<file path="config.mk">
export PLATFORM = sky130hd
export DESIGN_NAME = uart_dram_loader_flat
export DESIGN_NICKNAME = d
export VERILOG_FILES = /design/src/rtl/uart_dram_loader_if.sv /design/src/rtl/uart_dram_loader.sv /design/src/flat_wrapper.sv
export SDC_FILE = /design/constraint.sdc
export NUM_CORES = 1
export LEC_CHECK = 0
export ABC_AREA = 1
export BUFFER_PORTS_ARGS = -buffer_cell sky130_fd_sc_hd__buf_2
export CORE_MARGIN = 2
export CORE_UTILIZATION = 46
export CTS_CLUSTER_SIZE = 12
export DETAILED_ROUTE_END_ITERATION = 12
export GPL_ROUTABILITY_DRIVEN = 1
export HOLD_SLACK_MARGIN = 0.08
export MAX_ROUTING_LAYER = met4
export PLACE_DENSITY = 0.73
export SLEW_MARGIN = 20
export SYNTH_ARGS = -nofsm -noshare
export SYNTH_HDL_FRONTEND = slang
export SYNTH_SLANG_ARGS = --single-unit
</file>
<file path="constraint.sdc">
create_clock -name clk -period 2.6 [get_ports clk]
set_clock_uncertainty 0.15 [all_clocks]
set_input_delay 0.26 -clock clk [delete_from_list [all_inputs] [get_ports clk]]
set_output_delay 0.26 -clock clk [all_outputs]
set_load 0.005 [all_outputs]
</file>
<file path="src/rtl/uart_dram_loader_if.sv">
// DRAM write-port bundle driven by the UART loader.
// The loader is the master; the DRAM write mux is the slave.
interface uart_dram_loader_if;
    logic [15:0] DRAM_address_receiver;
    logic [7:0]  DRAM_data_receiver;
    logic        write_DRAM_receiver;

    modport master (
        output DRAM_address_receiver,
        output DRAM_data_receiver,
        output write_DRAM_receiver
    );

    modport slave (
        input DRAM_address_receiver,
        input DRAM_data_receiver,
        input write_DRAM_receiver
    );
endinterface

</file>
<file path="src/rtl/uart_dram_loader.sv">
// 8N1 UART receiver that writes LOAD_BYTES bytes to sequential DRAM addresses from 0,
// then raises Rx_done so the processor takes over the DRAM port.
module uart_dram_loader #(
    parameter int CLKS_PER_BIT = 434,
    parameter int LOAD_BYTES   = 1024
) (
    input  logic                clk,
    input  logic                reset,
    input  logic                Rx,
    uart_dram_loader_if.master  dram,
    output logic                Rx_done,
    output logic                frame_error
);

    localparam logic [15:0] CPB_M1   = 16'(CLKS_PER_BIT - 1);
    localparam logic [15:0] HALF_CNT = 16'(CLKS_PER_BIT / 2);
    localparam logic [16:0] LOAD_CNT = 17'(LOAD_BYTES);

    typedef enum logic [2:0] {
        S_IDLE  = 3'd0,
        S_START = 3'd1,
        S_DATA  = 3'd2,
        S_STOP  = 3'd3,
        S_WRITE = 3'd4,
        S_DONE  = 3'd5
    } state_e;

    state_e      state_q, state_d;
    logic        rx_meta_q, rx_sync_q;
    logic        rx_s;
    logic [15:0] clk_cnt_q, clk_cnt_d;
    logic [2:0]  bit_idx_q, bit_idx_d;
    logic [7:0]  shift_q, shift_d;
    logic [7:0]  data_q, data_d;
    logic [15:0] addr_q, addr_d;
    logic [16:0] byte_cnt_q, byte_cnt_d;
    logic        wr_q, wr_d;
    logic        done_q, done_d;
    logic        ferr_q, ferr_d;
    logic        mid_hit_s;
    logic        bit_hit_s;
    logic        last_byte_s;

    assign rx_s        = rx_sync_q;
    assign mid_hit_s   = (clk_cnt_q == HALF_CNT);
    assign bit_hit_s   = (clk_cnt_q == CPB_M1);
    assign last_byte_s = ((byte_cnt_q + 17'd1) == LOAD_CNT);

    // Two-flop synchronizer; presets high so a reset looks like an idle line.
    always_ff @(posedge clk or posedge reset) begin
        if (reset) begin
            rx_meta_q <= 1'b1;
            rx_sync_q <= 1'b1;
        end else begin
            rx_meta_q <= Rx;
            rx_sync_q <= rx_meta_q;
        end
    end

    // FSM state register.
    always_ff @(posedge clk or posedge reset) begin
        if (reset) begin
            state_q <= S_IDLE;
        end else begin
            state_q <= state_d;
        end
    end

    // FSM next-state logic.
    always_comb begin
        state_d = state_q;
        case (state_q)
            S_IDLE: begin
                if (!rx_s) begin
                    state_d = S_START;
                end else begin
                    state_d = S_IDLE;
                end
            end
            S_START: begin
                if (mid_hit_s) begin
                    state_d = rx_s ? S_IDLE : S_DATA;
                end else begin
                    state_d = S_START;
                end
            end
            S_DATA: begin
                if (bit_hit_s && (bit_idx_q == 3'd7)) begin
                    state_d = S_STOP;
                end else begin
                    state_d = S_DATA;
                end
            end
            S_STOP: begin
                if (bit_hit_s) begin
                    state_d = rx_s ? S_WRITE : S_IDLE;
                end else begin
                    state_d = S_STOP;
                end
            end
            S_WRITE: begin
                if (last_byte_s) begin
                    state_d = S_DONE;
                end else begin
                    state_d = S_IDLE;
                end
            end
            S_DONE: begin
                state_d = S_DONE;
            end
            default: begin
                state_d = S_IDLE;
            end
        endcase
    end

    // Datapath and output next values; the write strobe is registered from state_d.
    always_comb begin
        clk_cnt_d  = clk_cnt_q;
        bit_idx_d  = bit_idx_q;
        shift_d    = shift_q;
        data_d     = data_q;
        addr_d     = addr_q;
        byte_cnt_d = byte_cnt_q;
        ferr_d     = ferr_q;
        wr_d       = (state_d == S_WRITE);
        done_d     = done_q | (state_d == S_DONE);
        case (state_q)
            S_IDLE: begin
                clk_cnt_d = 16'd0;
                bit_idx_d = 3'd0;
            end
            S_START: begin
                if (mid_hit_s) begin
                    clk_cnt_d = 16'd0;
                end else begin
                    clk_cnt_d = clk_cnt_q + 16'd1;
                end
            end
            S_DATA: begin
                if (bit_hit_s) begin
                    clk_cnt_d = 16'd0;
                    shift_d   = {rx_s, shift_q[7:1]};
                    bit_idx_d = bit_idx_q + 3'd1;
                end else begin
                    clk_cnt_d = clk_cnt_q + 16'd1;
                end
            end
            S_STOP: begin
                if (bit_hit_s) begin
                    clk_cnt_d = 16'd0;
                    if (rx_s) begin
                        data_d = shift_q;
                    end else begin
                        ferr_d = 1'b1;
                    end
                end else begin
                    clk_cnt_d = clk_cnt_q + 16'd1;
                end
            end
            S_WRITE: begin
                byte_cnt_d = byte_cnt_q + 17'd1;
                // The final address is held so it never wraps back to 0.
                if (last_byte_s) begin
                    addr_d = addr_q;
                end else begin
                    addr_d = addr_q + 16'd1;
                end
            end
            S_DONE: begin
                clk_cnt_d = 16'd0;
            end
            default: begin
                clk_cnt_d = 16'd0;
            end
        endcase
    end

    // Datapath and output registers.
    always_ff @(posedge clk or posedge reset) begin
        if (reset) begin
            clk_cnt_q  <= 16'd0;
            bit_idx_q  <= 3'd0;
            shift_q    <= 8'd0;
            data_q     <= 8'd0;
            addr_q     <= 16'd0;
            byte_cnt_q <= 17'd0;
            wr_q       <= 1'b0;
            done_q     <= 1'b0;
            ferr_q     <= 1'b0;
        end else begin
            clk_cnt_q  <= clk_cnt_d;
            bit_idx_q  <= bit_idx_d;
            shift_q    <= shift_d;
            data_q     <= data_d;
            addr_q     <= addr_d;
            byte_cnt_q <= byte_cnt_d;
            wr_q       <= wr_d;
            done_q     <= done_d;
            ferr_q     <= ferr_d;
        end
    end

    assign dram.DRAM_address_receiver = addr_q;
    assign dram.DRAM_data_receiver    = data_q;
    assign dram.write_DRAM_receiver   = wr_q;
    assign Rx_done                    = done_q;
    assign frame_error                = ferr_q;

endmodule

</file>
<file path="src/flat_wrapper.sv">
// flat-port wrapper written by rule: the top's interface ports become plain ports
module uart_dram_loader_flat 
#(
    parameter int CLKS_PER_BIT = 434,
    parameter int LOAD_BYTES   = 1024
)
  (clk, reset, Rx, Rx_done, frame_error, dram_DRAM_address_receiver, dram_DRAM_data_receiver, dram_write_DRAM_receiver);
  uart_dram_loader_if dram_i ();
  input  logic clk;
  input  logic reset;
  input  logic Rx;
  output logic Rx_done;
  output logic frame_error;
  output wire logic [$bits(dram_i.DRAM_address_receiver)-1:0] dram_DRAM_address_receiver;
  output wire logic [$bits(dram_i.DRAM_data_receiver)-1:0] dram_DRAM_data_receiver;
  output wire logic [$bits(dram_i.write_DRAM_receiver)-1:0] dram_write_DRAM_receiver;
  assign dram_DRAM_address_receiver = dram_i.DRAM_address_receiver;
  assign dram_DRAM_data_receiver = dram_i.DRAM_data_receiver;
  assign dram_write_DRAM_receiver = dram_i.write_DRAM_receiver;
  uart_dram_loader #(.CLKS_PER_BIT(CLKS_PER_BIT), .LOAD_BYTES(LOAD_BYTES)) u_core (.clk(clk), .reset(reset), .Rx(Rx), .dram(dram_i), .Rx_done(Rx_done), .frame_error(frame_error));
endmodule
</file>
Word-level counts from Yosys, hierarchy flattened
Cells that the tools add are included.
{"block": "totals", "regBits": 76, "in_bits": 3, "output_inout_bits": 27, "elab_cells": 53}
{"block": "classes", "add_sub_neg": 4, "eq_ne": 12, "mux": 13, "n_bitwise": 3, "reduce_logical": 9}
{"operator": "$pmux W16 S3", "n": 1}
{"operator": "$add A16 B1 Y16 const B", "n": 2}
{"operator": "$mux W16", "n": 2}
{"operator": "$pmux W3 S6", "n": 1}
{"operator": "$add A17 B1 Y17 const B", "n": 1}
{"operator": "$eq A17 B11 Y1 const B", "n": 1}
{"operator": "$eq A16 B8 Y1 const B", "n": 1}
{"operator": "$eq A16 B9 Y1 const B", "n": 1}
{"operator": "$eq A3 B3 Y1 const B", "n": 5}
{"operator": "$mux W3", "n": 5}
{"operator": "$eq A3 B2 Y1 const B", "n": 2}
{"operator": "$pmux W3 S2", "n": 1}
{"operator": "$reduce_and A2 Y1", "n": 3}
{"operator": "$reduce_and A3 Y1", "n": 2}
{"operator": "$add A3 B1 Y3 const B", "n": 1}
{"operator": "$eq A3 B1 Y1 const B", "n": 1}
{"operator": "$logic_not A3 Y1", "n": 1}
{"operator": "$mux W1", "n": 2}
{"operator": "$mux W2", "n": 1}
{"operator": "$ne A2 B1 Y1 const B", "n": 1}
{"operator": "$not A1 Y1", "n": 2}
{"operator": "$reduce_bool A2 Y1", "n": 1}
{"operator": "$reduce_or A2 Y1", "n": 1}
{"operator": "$logic_and A1 B1 Y1", "n": 1}
{"operator": "$or A1 B1 Y1", "n": 1}

Longest topological paths before layout
Gate-level depths: netlist (run 1).
{"block": "logic_depth", "ltp_word": 6, "ltp_mapped": 15, "ltp_nobuf": 14}

Worst setup path after synthesis (run 1)
No wires, ideal clock.
{"block": "synth_path", "path_type": "flip-flop to flip-flop", "from": "register u_core.byte_cnt_q[0]", "to": "register u_core.addr_q[2], in the netlist u_core.dram.DRAM_address_receiver[2]", "setup_time_ns": 0.115, "t_arrival_ns": 1.733, "required_ns": 2.335, "path_slack_ns": 0.601, "stages_incl_launch_ff": 14, "n_path_buf": 1, "period_less_slack_ns": 1.999, "path_cell_list": "dfrtp_1 ha_1 nand2_2 nor2_4 nand3_1 nand2_1 nand2_1 nor2_2 nand2_1 nor2_4 nand2_4 buf_4 nand3_1 nand2_2"}
{"block": "synth_between", "elab_chain_len": 4}
{"item": "start: declaration", "line_no": "uart_dram_loader.sv:36", "rtl": "logic [16:0] byte_cnt_q, byte_cnt_d;"}
{"item": "start signal: assignment", "line_no": "uart_dram_loader.sv:197", "rtl": "byte_cnt_q <= byte_cnt_d;"}
{"item": "$add A17 B1 Y17", "line_no": "uart_dram_loader.sv:47", "rtl": "assign last_byte_s = ((byte_cnt_q + 17'd1) == LOAD_CNT);"}
{"item": "$eq A17 B11 Y1", "line_no": "uart_dram_loader.sv:47"}
{"item": "$not A1 Y1 (no line)"}
{"item": "$reduce_and A2 Y1 (no line)"}
{"item": "end signal: assignment", "line_no": "uart_dram_loader.sv:196", "rtl": "addr_q <= addr_d;"}
{"item": "end: declaration", "line_no": "uart_dram_loader.sv:35", "rtl": "logic [15:0] addr_q, addr_d;"}
No other way between the ends.
A chain may end at the register's enable or synchronous reset.

Final worst setup path (run 1)
{"block": "layout_path", "from": "register u_core.byte_cnt_q[0]", "to": "register u_core.addr_q[3], in the netlist u_core.dram.DRAM_address_receiver[3]"}
Same word-level chain as after synthesis.

==> flow_summary.toml, run 1 <==
[sta]
layout_setup_ws_ns = 0.406
hold_viol = 0
timing.final.crit_share_pct = 84.4
relSlewSlack_pct = 52.7
fmax_mhz = 456
rsz0062_at_grt = "no"
setup_tns_ns = 0
min_period_ns = 2.19
report.final.slew_viol_count = 0
worst_pin_slew_ns = 0.703
setup_viol = 0

[flow_run]
drv_cap = 0

[place]
hpwl_um = 6000
placedInstanceArea_mm2 = 0.00447
port_buffers = 29
finalWeightedCongestion = 0.922
pre_cts_ws_ns = 0.411

[worst_setup_path]
path_max_fanout = 17
timing.rr.start = "u_core.byte_cnt_q[0]"
cp-start-kind = "flop"
worst_setup_path_end_kind = "flop"
r2r_setup_slack_ns = 0.41
timing.rr.end = "u_core.dram.DRAM_address_receiver[3]"
crit_arrival_ns = 2.29
reg2reg_depth = 14
required_ns = 2.70
critPathKind = "reg -> reg"

[clock_network]
htreeDepth = 3
clkSinkCount = 76
cts_tree = "done"
numCtsBuffers = 9
clk-insertion-delay-late_ns = 0.36
clockRootBuffer = "clkbuf_8"
cts.clk_slew.worst_paths_ns = 0.09
cts_setup_buffers = 0
cts_buffer_depth = 2

[floorplanning]
initial_core_util_pct = 47.8
die-area_mm2 = 0.00992
die_h_um = 99.6
ios = 30
design.core.area_mm2 = 0.00881
rows = 34
die_x_um = 99.6

[finish]
drive_above_1_share_pct = 16.4
fin_util_pct = 53.1
final_net_count = 583
syn2layout_area_growth_pct = 11.3
fin_area_mm2 = 0.00468
num_antenna_cells = 0

[drt]
post-route-drc-count = 0
vias_per_cell = 5.13
drt_pre_antenna_iters = 4
drtIter0Drc = 102
wire_per_inst_um = 12.2
ant_nets = 0
vias = 3522
wirelength_um = 8350

[synthesis]
seq_area_frac_synth_pct = 45.3
yosys.cell_count.top_type = "nand2_1"
ys.flop_type = "dfrtp_1"
yosys_warnings = 0
synth_top_area_share_pct = 44.0
ys_types = 32
synth-edff-count = 0
syn_nets = 546
yosysTopAreaCell = "dfrtp_1"
synthesis.area_mm2 = 0.00421
postSynthCellCount = 536
ys_seq_elements = 76
async_reset_ff_share_pct = 100
synth_area_leaders = "dfrtp_1, nand2_1, nand3_1"
avgSynthCellArea_um2 = 7.85
synthTopCellsByCount = "nand2_1, dfrtp_1, nor2_1"

[min_path]
holdPathEnd = "u_core.rx_s"
min_from = "u_core.rx_meta_q"
holdPathStages = 0
hold_path.class = "reg -> reg"

[power]
combPwrFrac_pct = 1.4
p_total_uw = 2090
p_int_uw = 1560
switching_share_pct = 25.3
power_frac_clock_pct = 41.9
powerDensity_mw_per_mm2 = 446
ir_drop_v = 0.000338
seq_power_share_pct = 56.7
p_switching_uw = 528
cellLeakagePower_uw = 0.00221

[global_routing]
grt_pass1_vias = 3208
grt_max_degree = 43
antenna_found_initial = 0
grt_first_pass_wirelength_um = 14500
grt-ovfl-total = 0
track_usage_pct = 18.3

[status]
status = "finished clean"
what timing repair did:
item                                   4_1_cts  5_1_grt
hold buffers                                 2        0
resized for setup                            0        0
setup endpoints to repair                    0        0
endpoints found under the hold margin       75        0
power groups by stage:
stage | Clock (uW) | Combinational (uW) | Sequential [uW]
5_1_grt | 954 | 34.8 | 1190
3_3_place_gp | 0 | 28.5 | 1210
3_5_place_dp | 0 | 29.1 | 1210
4_1_cts | 902 | 31.3 | 1180
6_report | 874 | 29.4 | 1180
2_1_floorplan | 0 | 17.9 | 1210
sequential cells by signal, indices dropped and copies added (netlist names):
register and count:
u_core.rx_meta_q 1, u_core.state_q 3, u_core.dram.DRAM_data_receiver 8, u_core.clk_cnt_q 16, u_core.frame_error 1, u_core.shift_q 8
u_core.byte_cnt_q 17, u_core.rx_s 1, u_core.bit_idx_q 3, u_core.Rx_done 1, u_core.dram.DRAM_address_receiver 16, u_core.dram.write_DRAM_receiver 1
metrics by stage:
stage          hold WS [ns]  std cells
6_report              0.211        686
5_1_grt               0.214        686
4_1_cts               0.213        686
3_5_place_dp          0.200        668
3_3_place_gp          0.200        668
2_1_floorplan         0.114        536
layer usage:
metal | vias up | routed length [um] | track usage (%)
met1 | 1641 | 4180 | 24.6
li1 | 1807 | - | -
met2 | 61 | 3830 | 28.3
met3 | 13 | 253 | 4.01
met5 | - | 0 | -
met4 | 0 | 87 | 4.95
cells in the final DEF (no fill, tap or decap), drive strengths merged, types with 11 or more instances in the layout:
cell / netlist / routed
nand2: 170 / 170
dfrtp: 74 / 74
nor2: 61 / 61
inv: 51 / 54
nand3: 51 / 51
o21ai: 36 / 36
buf: 5 / 35
nand4: 16 / 16
xor2: 13 / 13
nor3: 11 / 11
worst max-delay path, stage by stage, from the launching register on:
cell and delay (ns):
dfrtp_1 0.43, ha_1 0.26, nand2_2 0.09, nor2_4 0.17, nand3_2 0.11, clkinv_1 0.07
nand2_1 0.05, nand2_1 0.06, nand2_1 0.09, nand2_2 0.09, nor2_4 0.04, nand2_4 0.19
nand2_8 0.15, nand2_2 0.09, nand2_2 0.04
kinds of logic (layout without fill, tap and decap cells):
group,count (synthesis),in the layout,share of synthesized area [%]
flip-flops,76,76,45.3
XOR/XNOR,23,23,4.79
adder cells (fa/ha/maj),7,7,2.08
AND/OR/NAND/NOR,322,322,35.9
buffers and inverters,63,105,6.19
AO/OA/AOI/OAI,45,45,5.77
worst max path at each step:
stage	start	end	slack (ns)	depth (start not counted)
floorplan	reset	u_core.Rx_done	0.25	1
global placement	u_core.byte_cnt_q[0]	u_core.dram.DRAM_address_receiver[10]	0.49	13
detailed placement	u_core.byte_cnt_q[0]	u_core.dram.DRAM_address_receiver[12]	0.41	14
CTS	u_core.byte_cnt_q[0]	u_core.dram.DRAM_address_receiver[13]	0.38	14
global route	u_core.byte_cnt_q[0]	u_core.dram.DRAM_address_receiver[13]	0.16	13
finish	u_core.byte_cnt_q[0]	u_core.dram.DRAM_address_receiver[3]	0.41	14
cell type report:
class / count / area (um2)
multi-input cells: 397 / 2040
fillers: 843 / 4130
well taps: 108 / 135
clock inverters: 7 / 70.1
flip-flops and latches: 76 / 1900
clock buffers: 9 / 124
inverters: 52 / 195
repair buffers: 37 / 210
(Power assumes the default switching activity.)
==> run 2: changes to the inputs <==
==> constraint.sdc (replaced) <==
create_clock -name clk -period 2.1 [get_ports clk]
set_clock_uncertainty 0.15 [all_clocks]
set_input_delay 0.21 -clock clk [delete_from_list [all_inputs] [get_ports clk]]
set_output_delay 0.21 -clock clk [all_outputs]
set_load 0.005 [all_outputs]
==> run 2 against run 1 <==
Effect of this change:
- routed wire length grew 12%
- core utilization is 3.8 points higher
- critical endpoint is now u_core.dram.DRAM_address_receiver[7]
- the run now ends with negative setup slack left
- largest cell class unchanged
- sequential share of layout area shrank 2.6 points
==> flow_summary.toml, run 2 (synthesis results as in run 1) <==
[status]
status = "finished with violations"
violations = "negative setup slack"

[worst_setup_path]
crit_arrival_ns = 2.31
critical_path_buf_inv_count = 1
crit_chain = "ha_4 > nand2_4 > nor2_4 > nand3_2 > nand2_1 > nand2_1 > nor2_2 > nand2_2 > nor2_4 > buf_12 > nand2_8 > nand2_8 > nand2_2 > nand2_2"
required_ns = 2.27
cpLargestDelayFamily = "simple AND/OR/NAND/NOR gates"
path_common_cell = "nand2_2"
cp_slowest_cell = "dfrtp_1"
critPathKind = "reg -> reg"
path_max_fanout = 8
cp_slowest_stage_delay_ns = 0.41
cp-start-kind = "flop"
worst_setup_path_end_kind = "flop"
path_depth = 14
reg2reg_depth = 14

[clock_network]
cts_buffer_depth = 2
clk-insertion-delay-late_ns = 0.37
htreeDepth = 3
clockRootBuffer = "clkbuf_8"
numCtsBuffers = 9
cts.clk_slew.worst_paths_ns = 0.09
cts_tree = "done"
clkSinkCount = 76

[sta]
report.final.slew_viol_count = 0
min_period_ns = 2.14
worst_pin_slew_ns = 0.488
relSlewSlack_pct = 67.1
setup_viol = 16
fmax_mhz = 467
layout_setup_ws_ns = -0.0412
holdWs_ns = 0.211
setup_tns_ns = -0.472
timing.final.crit_share_pct = 102
rsz0062_at_grt = "yes"
hold_viol = 0

[power]
powerDensity_mw_per_mm2 = 521
cellLeakagePower_uw = 0.00231
ir_drop_v = 0.000361

[place]
dp.cells = 674
port_buffers = 29
hpwl_um = 6380
pre_cts_ws_ns = -0.00107
finalWeightedCongestion = 0.910

[floorplanning]
die_x_um = 99.6
die_h_um = 99.6
rows = 34
design.core.area_mm2 = 0.00881
initial_core_util_pct = 47.8
die-area_mm2 = 0.00992
ios = 30

[finish]
syn2layout_area_growth_pct = 19.2
final_common_cell = "nand2_1"
drive_above_1_share_pct = 23.4
final_cells = 703
num_antenna_cells = 0
final_net_count = 600
largest_reg_flops = 17
fill_cells = 769
largest_register = "u_core.byte_cnt_q"
final_cell_mix = "nand2_1, dfrtp_1, nor2_1"

[global_routing]
grt-ovfl-total = 0
track_usage_pct = 20.1
antenna_found_initial = 0
grt_max_degree = 42
grt_first_pass_wirelength_um = 15700
grt_pass1_vias = 3528

[min_path]
hold_path.class = "in -> async"

[drt]
vias = 3674
vias_per_cell = 5.23
ant_nets = 0
wire_per_inst_um = 13.3
post-route-drc-count = 0
wirelength_um = 9360
drtIter0Drc = 156
drt_pre_antenna_iters = 5

[flow_run]
drv_cap = 0
run 2: cell types whose count changed in the layout (fill, tap and decap cells not counted), moves of 4 or more:
| cell | change |
|---|---|
| nand2_1 | -13 |
| buf_4 | +10 |
| nand2_2 | +10 |
| nand3_1 | -5 |
| nand2_4 | +4 |
run 2: what timing repair did:
item,CTS,global route
pin swaps,3,9
gates resized for setup,3,40
gates cloned,1,3
hold buffers,2,0
endpoints found under the hold margin,76,0
endpoints found under the setup margin,16,28
buffers inserted,0,7
run 2: layer usage:
layer  global-route usage [%]  vias up  wire length [um]
li1                         -     1846                 -
met1                     25.4     1753              4330
met2                     32.3       64              4610
met3                     4.22       11               278
met4                     6.64        0               137
met5                        -        -                 0
run 2: per-stage QoR:
step | area, um2 | util (%) | power [uW]
finish | 5010 | 56.9 | 2610
global route | 5010 | 56.9 | 2710
CTS | 4770 | 54.2 | 2640
detailed placement | 4530 | 51.4 | 1540
global placement | 4530 | 51.4 | 1530
floorplan | 4210 | - | 1520
run 2: worst reg2reg max path, stage by stage (launching register included):
cell and delay [ns]:
dfrtp_1 0.41, ha_4 0.20, nand2_4 0.06, nor2_4 0.16, nand3_2 0.10, nand2_1 0.10
nand2_1 0.07, nor2_2 0.14, nand2_2 0.08, nor2_4 0.17, buf_12 0.13, nand2_8 0.08
nand2_8 0.14, nand2_2 0.06, nand2_2 0.05
run 2: layout make-up:
cell class | count | area [um2] | area share [%]
flip-flops and latches | 76 | 1910 | 38.1
repair buffers | 51 | 348 | 6.94
clock inverters | 7 | 67.6 | 1.35
clock buffers | 9 | 124 | 2.47
multi-input cells | 400 | 2230 | 44.5
well taps | 108 | 135 | 2.70
inverters | 52 | 201 | 4.02
run 2: power breakdown:
group	total, uW	internal [uW]	switching [uW]	leakage [uW]
Clock	1100	460	644	0.0000944
Combinational	40.2	9.32	30.9	0.00118
Sequential	1470	1470	1.16	0.00104
run 2: path summary, 6_finish.rpt:
path	startpoint	endpoint	slack [ns]
hold / removal	reset	u_core.dram.DRAM_data_receiver[4]	0.21
setup reg to reg	u_core.byte_cnt_q[0]	u_core.dram.DRAM_address_receiver[7]	-0.04
max in group asynchronous	reset	u_core.rx_s	0.95
min in group clk	u_core.rx_meta_q	u_core.rx_s	0.21
setup / recovery	u_core.byte_cnt_q[0]	u_core.dram.DRAM_address_receiver[7]	-0.04
hold reg to reg	u_core.rx_meta_q	u_core.rx_s	0.21
